File: src/rtl/sha256_pkg.sv
// Shared constants and FSM state encoding for the SHA-256 stream master.
package sha256_pkg;

    localparam int DIGEST_W      = 256;
    localparam int DIGEST_BYTES  = 32;
    localparam int MAX_MSG_BYTES = 55;

    typedef enum logic [2:0] {
        IDLE    = 3'd0,
        COLLECT = 3'd1,
        SEND    = 3'd2,
        WAIT    = 3'd3,
        CAPTURE = 3'd4,
        DONE    = 3'd5
    } state_t;

endpackage

File: src/rtl/sha256_msg_buf.sv
// Message byte buffer: one write port, one asynchronous read port, no reset.
module sha256_msg_buf #(
    parameter int DEPTH = 55,
    parameter int AW    = 6
) (
    input  logic          clk,
    input  logic          wr_en_i,
    input  logic [AW-1:0] wr_idx_i,
    input  logic [7:0]    wr_data_i,
    input  logic [AW-1:0] rd_idx_i,
    output logic [7:0]    rd_data_o
);

    logic [7:0] mem_q [DEPTH];

    // Byte storage; contents only matter after they are written.
    always_ff @(posedge clk) begin
        if (wr_en_i) begin
            mem_q[wr_idx_i] <= wr_data_i;
        end
    end

    assign rd_data_o = mem_q[rd_idx_i];

endmodule

File: src/rtl/sha256_stream_master.sv
// Buffers one message from a valid/ready source, replays it to the hasher as a
// gap-free strobe burst, then collects the 32 returned digest bytes.
//
// state   | meaning
// IDLE    | ready for the first byte of a new message
// COLLECT | storing bytes until msg_last
// SEND    | strobing buffered bytes to the hasher, one per cycle
// WAIT    | waiting for the first digest beat, timeout armed
// CAPTURE | shifting in digest beats
// DONE    | one-cycle digest_done pulse
module sha256_stream_master
    import sha256_pkg::*;
#(
    parameter int MAX_BYTES      = MAX_MSG_BYTES,
    parameter int TIMEOUT_CYCLES = 1024
) (
    input  logic                clk,
    input  logic                rst_n,
    input  logic [7:0]          msg_byte,
    input  logic                msg_valid,
    input  logic                msg_last,
    output logic                msg_ready,
    output logic [7:0]          hs_byte,
    output logic                hs_strobe,
    input  logic [7:0]          hs_dig_byte,
    input  logic                hs_dig_valid,
    output logic [DIGEST_W-1:0] digest,
    output logic                digest_done,
    output logic                busy,
    output logic                err_ovf,
    output logic                err_timeout,
    output logic                err_short
);

    localparam int CW = $clog2(MAX_BYTES + 1);
    localparam int TW = $clog2(TIMEOUT_CYCLES + 1);

    state_t              state_q;
    logic [CW-1:0]       cnt_q;
    logic [CW-1:0]       rd_idx_q;
    logic [TW-1:0]       tmr_q;
    logic [5:0]          beat_q;
    logic [DIGEST_W-1:0] digest_q;
    logic [7:0]          hs_byte_q;
    logic                hs_strobe_q;
    logic                msg_ready_q;
    logic                digest_done_q;
    logic                busy_q;
    logic                err_ovf_q;
    logic                err_timeout_q;
    logic                err_short_q;

    logic                accept;
    logic                buf_we;
    logic [7:0]          buf_rd_data;
    logic [CW-1:0]       cnt_d;
    logic [DIGEST_W-1:0] digest_d;
    logic                last_beat;

    assign accept    = msg_valid && msg_ready_q;
    assign buf_we    = accept && (cnt_q < CW'(MAX_BYTES));
    assign cnt_d     = cnt_q + CW'(1);
    assign digest_d  = {digest_q[DIGEST_W-9:0], hs_dig_byte};
    assign last_beat = (beat_q == 6'(DIGEST_BYTES - 1));

    sha256_msg_buf #(
        .DEPTH (MAX_BYTES),
        .AW    (CW)
    ) u_buf (
        .clk       (clk),
        .wr_en_i   (buf_we),
        .wr_idx_i  (cnt_q),
        .wr_data_i (msg_byte),
        .rd_idx_i  (rd_idx_q),
        .rd_data_o (buf_rd_data)
    );

    // Sequencer: collect, replay, wait, capture; all outputs registered.
    always_ff @(posedge clk or negedge rst_n) begin
        if (!rst_n) begin
            state_q       <= IDLE;
            cnt_q         <= '0;
            rd_idx_q      <= '0;
            tmr_q         <= '0;
            beat_q        <= '0;
            digest_q      <= '0;
            hs_byte_q     <= '0;
            hs_strobe_q   <= 1'b0;
            msg_ready_q   <= 1'b0;
            digest_done_q <= 1'b0;
            busy_q        <= 1'b0;
            err_ovf_q     <= 1'b0;
            err_timeout_q <= 1'b0;
            err_short_q   <= 1'b0;
        end else begin
            digest_done_q <= 1'b0;
            case (state_q)
                IDLE: begin
                    msg_ready_q <= 1'b1;
                    if (accept) begin
                        cnt_q  <= CW'(1);
                        busy_q <= 1'b1;
                        if (msg_last) begin
                            // Single-byte message: the byte is not in the buffer yet.
                            msg_ready_q <= 1'b0;
                            hs_strobe_q <= 1'b1;
                            hs_byte_q   <= msg_byte;
                            rd_idx_q    <= CW'(1);
                            state_q     <= SEND;
                        end else begin
                            state_q <= COLLECT;
                        end
                    end
                end
                COLLECT: begin
                    if (accept) begin
                        if (buf_we) begin
                            cnt_q <= cnt_d;
                        end else begin
                            err_ovf_q <= 1'b1;
                        end
                        if (msg_last) begin
                            // rd_idx_q is 0 here, so buf_rd_data is the first byte.
                            msg_ready_q <= 1'b0;
                            hs_strobe_q <= 1'b1;
                            hs_byte_q   <= buf_rd_data;
                            rd_idx_q    <= CW'(1);
                            state_q     <= SEND;
                        end
                    end
                end
                SEND: begin
                    if (rd_idx_q < cnt_q) begin
                        hs_byte_q <= buf_rd_data;
                        rd_idx_q  <= rd_idx_q + CW'(1);
                    end else begin
                        hs_strobe_q <= 1'b0;
                        hs_byte_q   <= '0;
                        rd_idx_q    <= '0;
                        tmr_q       <= TW'(TIMEOUT_CYCLES - 1);
                        state_q     <= WAIT;
                    end
                end
                WAIT: begin
                    if (hs_dig_valid) begin
                        digest_q <= digest_d;
                        beat_q   <= 6'd1;
                        state_q  <= CAPTURE;
                    end else if (tmr_q == '0) begin
                        err_timeout_q <= 1'b1;
                        busy_q        <= 1'b0;
                        msg_ready_q   <= 1'b1;
                        cnt_q         <= '0;
                        state_q       <= IDLE;
                    end else begin
                        tmr_q <= tmr_q - TW'(1);
                    end
                end
                CAPTURE: begin
                    if (hs_dig_valid) begin
                        digest_q <= digest_d;
                        beat_q   <= beat_q + 6'd1;
                        if (last_beat) begin
                            digest_done_q <= 1'b1;
                            state_q       <= DONE;
                        end
                    end else begin
                        err_short_q <= 1'b1;
                        busy_q      <= 1'b0;
                        msg_ready_q <= 1'b1;
                        cnt_q       <= '0;
                        state_q     <= IDLE;
                    end
                end
                DONE: begin
                    busy_q      <= 1'b0;
                    msg_ready_q <= 1'b1;
                    cnt_q       <= '0;
                    state_q     <= IDLE;
                end
                default: begin
                    state_q <= IDLE;
                end
            endcase
        end
    end

    assign msg_ready   = msg_ready_q;
    assign hs_byte     = hs_byte_q;
    assign hs_strobe   = hs_strobe_q;
    assign digest      = digest_q;
    assign digest_done = digest_done_q;
    assign busy        = busy_q;
    assign err_ovf     = err_ovf_q;
    assign err_timeout = err_timeout_q;
    assign err_short   = err_short_q;

endmodule

File: config.mk
export PLATFORM = sky130hd
export DESIGN_NAME = sha256_stream_master
export DESIGN_NICKNAME = d
export VERILOG_FILES = /design/src/rtl/sha256_pkg.sv /design/src/rtl/sha256_msg_buf.sv /design/src/rtl/sha256_stream_master.sv
export SDC_FILE = /design/constraint.sdc
export NUM_CORES = 1
export LEC_CHECK = 0
export ABC_CLOCK_PERIOD_IN_PS = 5000
export CORE_AREA = 2 2 216 218
export DETAILED_ROUTE_END_ITERATION = 6
export DIE_AREA = 0 0 218 220
export DONT_BUFFER_PORTS = 1
export GPL_TIMING_DRIVEN = 1
export PLACE_DENSITY = 0.91
export SETUP_SLACK_MARGIN = 0.02
export SLEW_MARGIN = 15
export SYNTH_ARGS = -nofsm -noshare
export SYNTH_HDL_FRONTEND = slang
export SYNTH_SLANG_ARGS = --single-unit
File: constraint.sdc
create_clock -name clk -period 5 [get_ports clk]
set_input_delay 1 -clock clk [delete_from_list [all_inputs] [get_ports clk]]
set_output_delay 1 -clock clk [all_outputs]
set_load 0.05 [all_outputs]
# Word level (Yosys, flattened, before mapping)
# Memory sizes are Yosys's and may differ from the RTL's.
# Cells that the tools add are included.
# totals
ff_bits	303
ram_bits	440
inputBits	21
out_inout_bits	271
word_cells	126
n_memories	1
# op_classes
addsub	4
magnitude_cmp	2
n_eq_ne	22
n_mux	56
bitwise_logic	2
n_reduce_logical	25
# mem_list
memory	words	word_bits	read_ports	rd_clocked_by_memory_dff	wr	line_no	text
u_buf.mem_q	55	8	1	0	1	sha256_msg_buf.sv:14	logic [7:0] mem_q [DEPTH];
# op_table
op	n
$mux W6	11
$mux W8	5
$mux W11	3
$pmux W6 S5	1
$mux W3	8
$ne A2 B2 Y1 const B	12
$pmux W6 S2	2
$pmux W8 S3	1
$pmux W11 S2	1
$mux W1	19
$add A6 B1 Y6 const B	3
$pmux W3 S5	1
$reduce_and A3 Y1	4
$reduce_and A6 Y1	2
$logic_not A11 Y1	1
$sub A11 B1 Y11 const B	1
$reduce_and A5 Y1	2
$reduce_and A4 Y1	2
$reduce_and A7 Y1	1
$eq A3 B2 Y1 const B	2
$eq A3 B3 Y1 const B	2
$eq A6 B5 Y1 const B	1
$lt A6 B6 Y1	1
$lt A6 B6 Y1 const B	1
other kinds (16)	24

# Logic depth before layout (Yosys ltp)
# Gate-level depths: netlist of run 1.
# logic_depth
ltp_word	5
ltp_mapped	11

# By module
# Synthesis of run 1 repeated with hierarchy kept, for this count alone.
# hier_totals
cells_unflattened	2201
area_unflattened_um2	29639.7
# by_module_without_submodules
mod	instances	cells_each	area_per_inst_um2	seq_area_each_um2
sha256_msg_buf	1	819	17362.9	13212.7
sha256_stream_master	1	1382	12276.8	7582.3

# Least setup slack after synthesis of run 1
# No wires, ideal clock.
# synth_path
kind	in2reg
from	input msg_valid
to	memory u_buf.mem_q[47][0], enable pin
setup_time_ps	370
arrival_time_ps	2120
t_required_ps	4630
setup_slack_ps	2510
cell_stages	4
n_path_buf	0
cell_sequence	nand2_1 > nor2_1 > nand4_1 > nor2_1
# synth_between
elab_chain_cells	4
# synth_lines
element	line_no	text
start: declaration	sha256_stream_master.sv:20	input logic msg_valid,
$logic_and A1 B1 Y1	sha256_stream_master.sv:60	assign accept = msg_valid && msg_ready_q;
$logic_and A1 B1 Y1	sha256_stream_master.sv:61	assign buf_we = accept && (cnt_q < CW'(MAX_BYTES));
$mux W1	sha256_msg_buf.sv:18	if (wr_en_i) begin
$mux W1 (implied by the code)	sha256_msg_buf.sv:19	mem_q[wr_idx_i] <= wr_data_i;
end: declaration	sha256_msg_buf.sv:14	
# Every way passes these cells.

# Final worst setup path of run 1
# layout_path
from	register rd_idx_q[1]
to	register hs_byte_q[3] (netlist: hs_byte[3])
# layout_between
elab_chain_cells	4
# layout_lines
element	line_no	text
start: declaration	sha256_stream_master.sv:40	logic [CW-1:0] rd_idx_q;
start signal: assignment	sha256_stream_master.sv:135	rd_idx_q <= rd_idx_q + CW'(1);
$mem_v2 Z55 W8	--	
$mux W8	sha256_stream_master.sv:122	if (msg_last) begin
$mux W8	sha256_stream_master.sv:116	if (accept) begin
$pmux W8 S3 *	sha256_stream_master.sv:97	case (state_q)
end signal: assignment	sha256_stream_master.sv:107	hs_byte_q <= msg_byte;
end signal: assignment	sha256_stream_master.sv:126	hs_byte_q <= buf_rd_data;
end signal: assignment	sha256_stream_master.sv:134	hs_byte_q <= buf_rd_data;
end: declaration	sha256_stream_master.sv:44	logic [7:0] hs_byte_q;
# Mark *: on every way between the ends. The rest lies on a longest branch, timed or not. The select of a mux whose other input is x is not followed.
# A chain may end at the register's enable or synchronous reset.

==> run summary, run 1 <==
After the last flow step, the layout net total stands at 2235. The analysis attributes to cell leakage a power of 13.0 nW. Clock-pin slew was measured on the worst setup and hold paths at 0.07 ns.

Broken down by cell family, the worst path's largest delay share belongs to compound AO/OA/AOI/OAI gates. The critical path starts at rd_idx_q[1]$_DFFE_PN0P_. In the layout the commonest cells are nand2_1, edfxtp_1, dfrtp_1, nor2_1, clkbuf_16.

The first global-routing pass estimated 120000 um of wire. For this run, the slowest stage of the critical path takes 1.10 ns. The area of the mapped netlist was 29500 sq um; the worst slew margin relative to its limit was 15.4%. For the initial core utilization, the log shows 64.2%. The via count of the routed design is 20047. From left edge to right edge, the die measures 218 um. The cell repeated most along the worst path was a311oi_1.

The number of clock buffers inserted by TritonCTS was 72; the average routed wire per standard cell was 28.4 um. The worst supply voltage drop on vdd came out at 402 uV. The run gives 48000 sq um as the total die area. Measured along the y axis, the die boundary spans 220 um. The critical path endpoint category is a flip-flop. Global routing used 33.5% of the available tracks across all layers. The count of hold-fix buffers inserted at cts came out at 0. The number of antenna diodes in the final layout is 0. The tightest min-delay check is of the in2async type. For the floorplan row count, the log shows 79. The synthesized area per cell was 13.2 sq um. After synthesis, the cell types taking the most area are edfxtp_1, dfrtp_1, nand2_1, mux4_2, mux2i_1.

The total half-perimeter wirelength after legalization and detailed placement is 45700 um, and the share of the clock period used by the worst path after layout is 80.7%. The sort of element at the start of the critical path is a flip-flop. For the minimum setup slack after placement, the log shows 1.56 ns. The buffers plus inverters on the worst setup path is 1, and the aggregate negative setup slack is 0 ns.

The routed design could run at a clock period as short as 4.03 ns. The H-tree was split into 3 levels. The tools report the number of nets in the synthesized netlist as 2261.

The placeable core region is 45900 sq um. The clock arrives with 0.0335 ns of skew. The largest fanout on the critical path was 68.

The flow ran to the end, but the final reports show violations. The sequential area share after synthesis was 70.6%; the final setup violation count was 0. The number of hold-slack violations in the final timing report was 0; the timing-limited maximum frequency was 248 MHz. In this run the worst setup path terminates at hs_byte[3]$_DFFE_PN0P_.

The initial antenna violation count came out at 0. The tools report the largest net degree at the start of global routing as 304. The congestion estimate from routability-driven global placement came to 0.918. The startpoint identified for the worst register-to-register timing path is rd_idx_q[1]$_DFFE_PN0P_. The tools report the number of cells produced by synthesis as 2230. The tree built by TritonCTS fans out to 743 sinks. The ratio of total power to cell area came out at 377 nW/um^2. In this run, synthesis inferred 440 flip-flops with an integrated enable. In this run the critical register-to-register path is captured at hs_byte[3]$_DFFE_PN0P_. The core occupancy in the finished layout was 70.3%. The reported max-cap violation count was 0.

The signal on the critical path passes through buf_12 -> mux2i_1 -> a221oi_2 -> o21ai_1 -> a211oi_1 -> a311oi_1 -> a311oi_1. The final routed wirelength across all metal layers came out at 81600 um. The slowest stage of the critical path belongs to the cell dfrtp_4. In the final layout, flip-flops and latches occupy 20800 sq um. The critical path is of the reg2reg type.

The most used flip-flop cell after synthesis is edfxtp_1. Using the TritonRoute via totals, the vias-per-cell ratio works out to 6.99. Synthesis inferred 743 register bits.

The count of fill cells added during filler insertion was 2526. The footprint of the multi-input gates was 8000 sq um; the logic depth of the worst setup path including buffers was 7. Measured in cells, the most critical reg-to-reg path has a length of 7.

The clock tree root buffer cell is clkbuf_16. The most frequent standard cell in the layout excluding fill and tap cells is nand2_1. TritonCTS built the clock tree. Once the clock tree was built, the resizer swapped 0 gates to a different size. The number of distinct standard cells referenced by the synthesized netlist was 66; the count of final max-slew check failures was 0. The library cell occupying the most area in the post-synthesis netlist is edfxtp_1.

For the worst setup path, the data required time is 5.47 ns. The Yosys step of the flow raised 0 warnings. The share of cells above drive strength 1 is 10.5%, and the share of the synthesized area in the top cell type is 44.8%. The tools report the buffers inserted during post-CTS setup optimization as 0. The checks that failed: DRC.

At the worst endpoint, the arrival time is 4.51 ns. The first routing iteration left 3919 violations. The first TritonRoute pass finished after 7 iterations. Setup repair after global routing left no endpoint under its margin. Of all flip-flops after synthesis, the portion carrying an async set or reset was 40.8%. The number of global-route vias before repair came out at 18997. Across all register-to-register paths, the minimum setup slack is 0.97 ns. Buffers placed on the I/O ports in this run total 0. Counting along the longest clock path gives a buffer depth of 3. Across all hold checks on the routed design, the worst slack comes to 0.0762 ns. After detailed routing, the number of remaining DRC violations is 26. The pin slew with the least headroom to its limit is 1.27 ns. In this run the count of I/O pins placed on the die edge is 292. The synthesis-to-finish area growth was 9.47%; the remaining antenna violation count was 0. After layout, the worst setup slack is 0.965 ns.

The logs give 0.61 ns for the clock insertion delay at the later pin of the skew report and 0 for the total overflow reported by the global router.
## flip-flops by register name, summed over array words and instances, names as in the netlist, 3 cells and up
signal / cells
cnt_q: 6
u_buf.mem_q: 440
beat_q: 6
digest: 256
tmr_q: 11
rd_idx_q: 6
hs_byte: 8
state_q: 3
## report_power, final
part | total [mW] | switching, mW | internal [mW]
Sequential | 6.51 | 0.000163 | 6.51
Combinational | 0.00307 | 0.00196 | 0.00111
Clock | 5.65 | 2.33 | 3.32
## Yosys cell counts (all sizes together) (7+ instances only)
library cell / n
a21boi: 7
a21o: 7
a21oi: 32
a221o: 8
a221oi: 21
a22oi: 25
a311oi: 8
a31oi: 8
buf: 59
clkbuf: 56
dfrtp: 303
edfxtp: 440
ha: 10
inv: 15
mux2: 27
mux2i: 49
mux4: 76
nand2: 829
nand3: 30
nand4: 9
nor2: 94
nor3: 11
o21ai: 36
## kinds of logic (layout without fill, tap and decap cells)
family / after synthesis / after routing / share of synthesized area (%)
AND/OR/NAND/NOR: 1004 / 1004 / 13.5
flip-flops: 743 / 743 / 70.6
AO/OA/AOI/OAI: 188 / 188 / 4.61
multiplexers: 152 / 152 / 8.53
buffers and inverters: 130 / 161 / 2.31
adder cells (fa/ha/maj): 10 / 10 / 0.425
XOR/XNOR: 3 / 3 / 0.0892
## final cells by class
type                       count  area share [%]
clock buffer                  99            6.51
sequential                   743            64.5
timing repair buffer          15           0.543
multi-input combinational   1357            24.8
clock inverter                32            1.10
inverter                      15           0.190
tap                          607            2.35
## per-stage QoR
step / cells / power, mW / cell area (sq um)
floorplan: 2230 / 6.64 / 29500
global placement: 2737 / 6.63 / 29800
detailed placement: 2737 / 6.63 / 29800
CTS: 2868 / 12.2 / 32300
global route: 2868 / 12.4 / 32300
finish: 2868 / 12.2 / 32300
## worst register-to-register path: cells and delay by family, from the launching register on
kind | cells | cell delay [ns]
flip-flops | 1 | 1.10
buffers and inverters | 1 | 0.53
multiplexers | 1 | 0.22
AO/OA/AOI/OAI | 5 | 2.06
## how the worst min path moves through the flow
stage | start | end
6_report | rst_n | state_q[1]$_DFFE_PN0P_
5_1_grt | rst_n | hs_strobe$_DFFE_PN0P_
3_3_place_gp | beat_q[4]$_DFFE_PN0P_ | beat_q[4]$_DFFE_PN0P_
2_1_floorplan | beat_q[4]$_DFFE_PN0P_ | beat_q[4]$_DFFE_PN0P_
3_5_place_dp | tmr_q[10]$_DFFE_PN0P_ | tmr_q[10]$_DFFE_PN0P_
4_1_cts | rst_n | state_q[1]$_DFFE_PN0P_
## per-layer routing
layer  part of all wire (%)  vias up  GRT usage (%)
met5                  0.059        -          0.938
met1                     33     9740           43.1
met4                    6.8        2           18.7
met2                     47     1968           51.0
li1                       -     7826              -
met3                     14      511           10.7
Power figures use the tool's default switching activity.
==> run 2, diff against run 1 <==
--- a/config.mk
+++ b/config.mk
@@ -5,13 +5,13 @@
 export SDC_FILE = /design/constraint.sdc
 export NUM_CORES = 1
 export LEC_CHECK = 0
-export ABC_CLOCK_PERIOD_IN_PS = 5000
-export CORE_AREA = 2 2 216 218
+export ABC_CLOCK_PERIOD_IN_PS = 4100
+export CORE_AREA = 2 2 220 222
 export DETAILED_ROUTE_END_ITERATION = 6
-export DIE_AREA = 0 0 218 220
+export DIE_AREA = 0 0 222 224
 export DONT_BUFFER_PORTS = 1
 export GPL_TIMING_DRIVEN = 1
-export PLACE_DENSITY = 0.91
+export PLACE_DENSITY = 0.88
 export SETUP_SLACK_MARGIN = 0.02
 export SLEW_MARGIN = 15
 export SYNTH_ARGS = -nofsm -noshare
==> constraint.sdc (replaced) <==
create_clock -name clk -period 4.1 [get_ports clk]
set_input_delay 0.82 -clock clk [delete_from_list [all_inputs] [get_ports clk]]
set_output_delay 0.82 -clock clk [all_outputs]
set_load 0.05 [all_outputs]
==> run 2 against run 1 <==
Against the previous run: global-route usage down 2.5 points; critical path type unchanged; die area is 3.7% higher; first-iteration DRC count is 28% lower; core utilization down 2.0 points; sequential share of layout area is 0.15 points lower; largest power group unchanged; clock skew decreased by 0.017 ns; via count down 4.4%; non-clock buffer count is 13 higher; flip-flop and latch count stayed put; the run ends with hold timing left.
==> run summary, run 2 (synthesis gave the netlist of run 1 again) <==
The ratio of total power to cell area works out to 454 nW/um^2. Sequential cells burn 54.1% of the power. Clock skew on the completed layout was measured at 0.0170 ns. In the routed design, unresolved DRC markers number 0. At the end of routability-driven placement, the weighted congestion stood at 0.953. The cell repeated most along the worst path was nor2_1.

The total half-perimeter wirelength after legalization and detailed placement is 45500 um. On the critical path, the stage with the largest delay is an instance of nor2_1. The number of global-route vias before repair came out at 18643. The number of hold-slack violations in the final timing report came out at 42. Summed over all failing endpoints, the final setup total negative slack is 0 ns. The register with the most flip-flops in the layout has 440 of them.

TritonCTS built the clock tree. For the first-pass GRT wire length, the log shows 116000 um. Walking the worst path, the cells encountered are ha_1 -> a21oi_1 -> nor3_1 -> nor2_1 -> nand3_1 -> nor2_1. The number of cell instances on the worst register-to-register path is 6, and the post-layout net count is 2249. The global routing stage identified its most utilized layer as met2. The initial antenna violation count was 2.

The logs give 73 for the number of clock buffers inserted by TritonCTS and 39.4% for the met1 usage. The destination of the worst register-to-register timing path was u_buf.mem_q[43][6]$_DFFE_PP_. The logs give 77100 um for the final routed wirelength across all metal layers and 2892 for the number of non-filler instances in the completed layout. The tools report the count of fill cells added during filler insertion as 2819.

The initial core utilization was 62.2%. The core occupancy in the finished layout is 68.3%, and the timing-limited maximum frequency is 298 MHz. Critical path endpoint category: a flip-flop. The placeable core region was 47300 sq um. Setup repair after global routing left no endpoint under its margin. The worst register-to-register path begins at cnt_q[0]$_DFFE_PN0P_.

The reg2reg setup slack was 0.74 ns. The run gives 31.0% as the global-route total usage across every layer. The total overflow reported by the global router is 0, and the buffers inserted during post-CTS setup optimization is 0. More flip-flops sit in one register than any other, and that register is u_buf.mem_q. The most frequent standard cell in the layout excluding fill and tap cells is nand2_1. The worst setup path is launched from a flip-flop. CTS placed an instance of clkbuf_16 at the clock tree root. Global routing used 9.30% of the available met3 tracks. The average routed wire per standard cell is 26.6 um.

The run gives 0 as the count of final max-slew check failures. The slack of the critical path was 0.742 ns. In this design, the stage delay of the slowest critical-path cell is 0.81 ns.

The floorplan has 80 rows. The minimum setup slack after placement came out at 0.946 ns. At the worst endpoint, the required time is 4.33 ns. Before antenna repair, the detailed router went through 7 iterations. Cell internal power was estimated by the tool at 11.8 mW. In the layout the commonest cells are nand2_1, edfxtp_1, dfrtp_1, nor2_1, clkbuf_16.

From synthesis to final layout, the design area changed by 9.73%. Data on the critical path arrives at its endpoint at 3.59 ns. The type of the most critical hold path was in2async.

The checks that failed: hold timing. The worst setup path is of the reg2reg kind. The final-layout worst hold slack is -0.0772 ns, and the final setup violation count is 0. The flow ran to the end, but the final reports show violations. Of the cells placed in the final design, the portion with a size suffix greater than 1 is 11.1%. In this run the horizontal extent of the chip is 222 um.

In this run the worst path has a maximum fanout of 10. Max-cap violations in this run came to 0. Measured along the y axis, the die boundary spans 224 um.

The tools report the largest buffer count on any clock path as 3. CTS built an H-tree with a depth of 3. The tools report the switching power total as 2.83 mW. The DRC marker count from the first detailed-route iteration was 2825; the switching share of power was 19.3%. The die covers 49700 sq um. The repair_antennas step left the layout with diodes totalling 0. For the pin with the worst max-slew slack, the measured transition is 1.16 ns. Per report_power, the clock group accounts for 45.9% of the total. The static leakage came out at 13.0 nW. The tools report the remaining antenna violation count as 0.

Entering global routing, the biggest net connects 304 pins. The worst pin sits at a relative slew slack of 22.7%. The worst path uses 81.9% of the clock period.

The worst supply voltage drop on vdd was 291 uV. The port buffer count came out at 0. For this run, global-route usage on met2 was measured as 48.4%.

The time the final worst path needs with I/O delays and setup was 3.36 ns; the clock sink total was 743. The post-detailed-route via-to-cell ratio came out at 6.63. The boundary pin count is 292, and the clock slew at the register clock pins of the worst setup and hold paths is 0.06 ns. The final route contains 19161 vias. In this run, placement finished with an instance count of 2758.

The combinational power share was 0%; the clock insertion delay at the later pin of the skew report was 0.60 ns.
==> run 2: changes by cell type in the layout (fill, tap and decap cells not counted), sizes merged <==
cell	previous run	this run
bufinv	7	6
buf	15	28
inv	20	18
clkbuf	99	96
clkinv	19	23
clkinvlp	1	6
==> run 2: how the worst max path moves through the flow <==
stage | cells past startpoint | slack, ns | startpoint | endpoint
after global routing | 6 | 0.62 | cnt_q[0]$_DFFE_PN0P_ | u_buf.mem_q[43][4]$_DFFE_PP_
after CTS | 6 | 0.88 | cnt_q[0]$_DFFE_PN0P_ | u_buf.mem_q[43][5]$_DFFE_PP_
after global placement | 6 | 1.15 | cnt_q[0]$_DFFE_PN0P_ | u_buf.mem_q[3][2]$_DFFE_PP_
after detailed placement | 6 | 0.95 | cnt_q[0]$_DFFE_PN0P_ | u_buf.mem_q[3][2]$_DFFE_PP_
after floorplan | 4 | 1.79 | msg_valid | u_buf.mem_q[47][0]$_DFFE_PP_
final | 6 | 0.74 | cnt_q[0]$_DFFE_PN0P_ | u_buf.mem_q[43][6]$_DFFE_PP_
==> run 2: worst max-delay path: cells and delay by family (launching register included) <==
family	cells	cell delay [ns]
AOI/OAI and AO/OA	1	0.21
adders and majority gates	1	0.29
DFF	1	0.49
and+or+nand+nor	4	2.00
==> run 2: cell type report <==
| cell class | count | area [sq um] | area share [%] |
|---|---|---|---|
| Clock inverter | 38 | 358 | 1.11 |
| Timing Repair Buffer | 28 | 285 | 0.882 |
| Inverter | 15 | 61.3 | 0.190 |
| Sequential cell | 743 | 20800 | 64.3 |
| Clock buffer | 96 | 2050 | 6.33 |
| Tap cell | 615 | 769 | 2.38 |
| Multi-Input combinational cell | 1357 | 8010 | 24.8 |
==> run 2: per-stage QoR <==
stage	total power, mW	cell area, sq um
3_3_place_gp	8.09	29900
6_report	14.7	32300
5_1_grt	15.0	32300
4_1_cts	14.7	32300
2_1_floorplan	8.09	29500
3_5_place_dp	8.09	29900
==> run 2: routing by layer <==
layer	part of all wire, %	vias up
li1	-	7851
met5	0.0052	-
met3	11	354
met4	6.0	2
met1	35	9401
met2	48	1553
==> run 2: repair_timing <==
| item | 4_1_cts | 5_1_grt |
|---|---|---|
| gates resized for setup | 0 | 0 |
| hold endpoints to repair | 303 | 200 |
| endpoints found under the setup margin | 0 | 0 |
==> run 2: power by group through the flow <==
stage               logic, mW  registers [mW]  clock network [mW]
floorplan             0.00359            8.09                   0
global route          0.00384            7.93                7.03
detailed placement    0.00338            8.09                   0
finish                0.00360            7.93                6.74
CTS                   0.00344            7.94                6.75
global placement      0.00323            8.09                   0
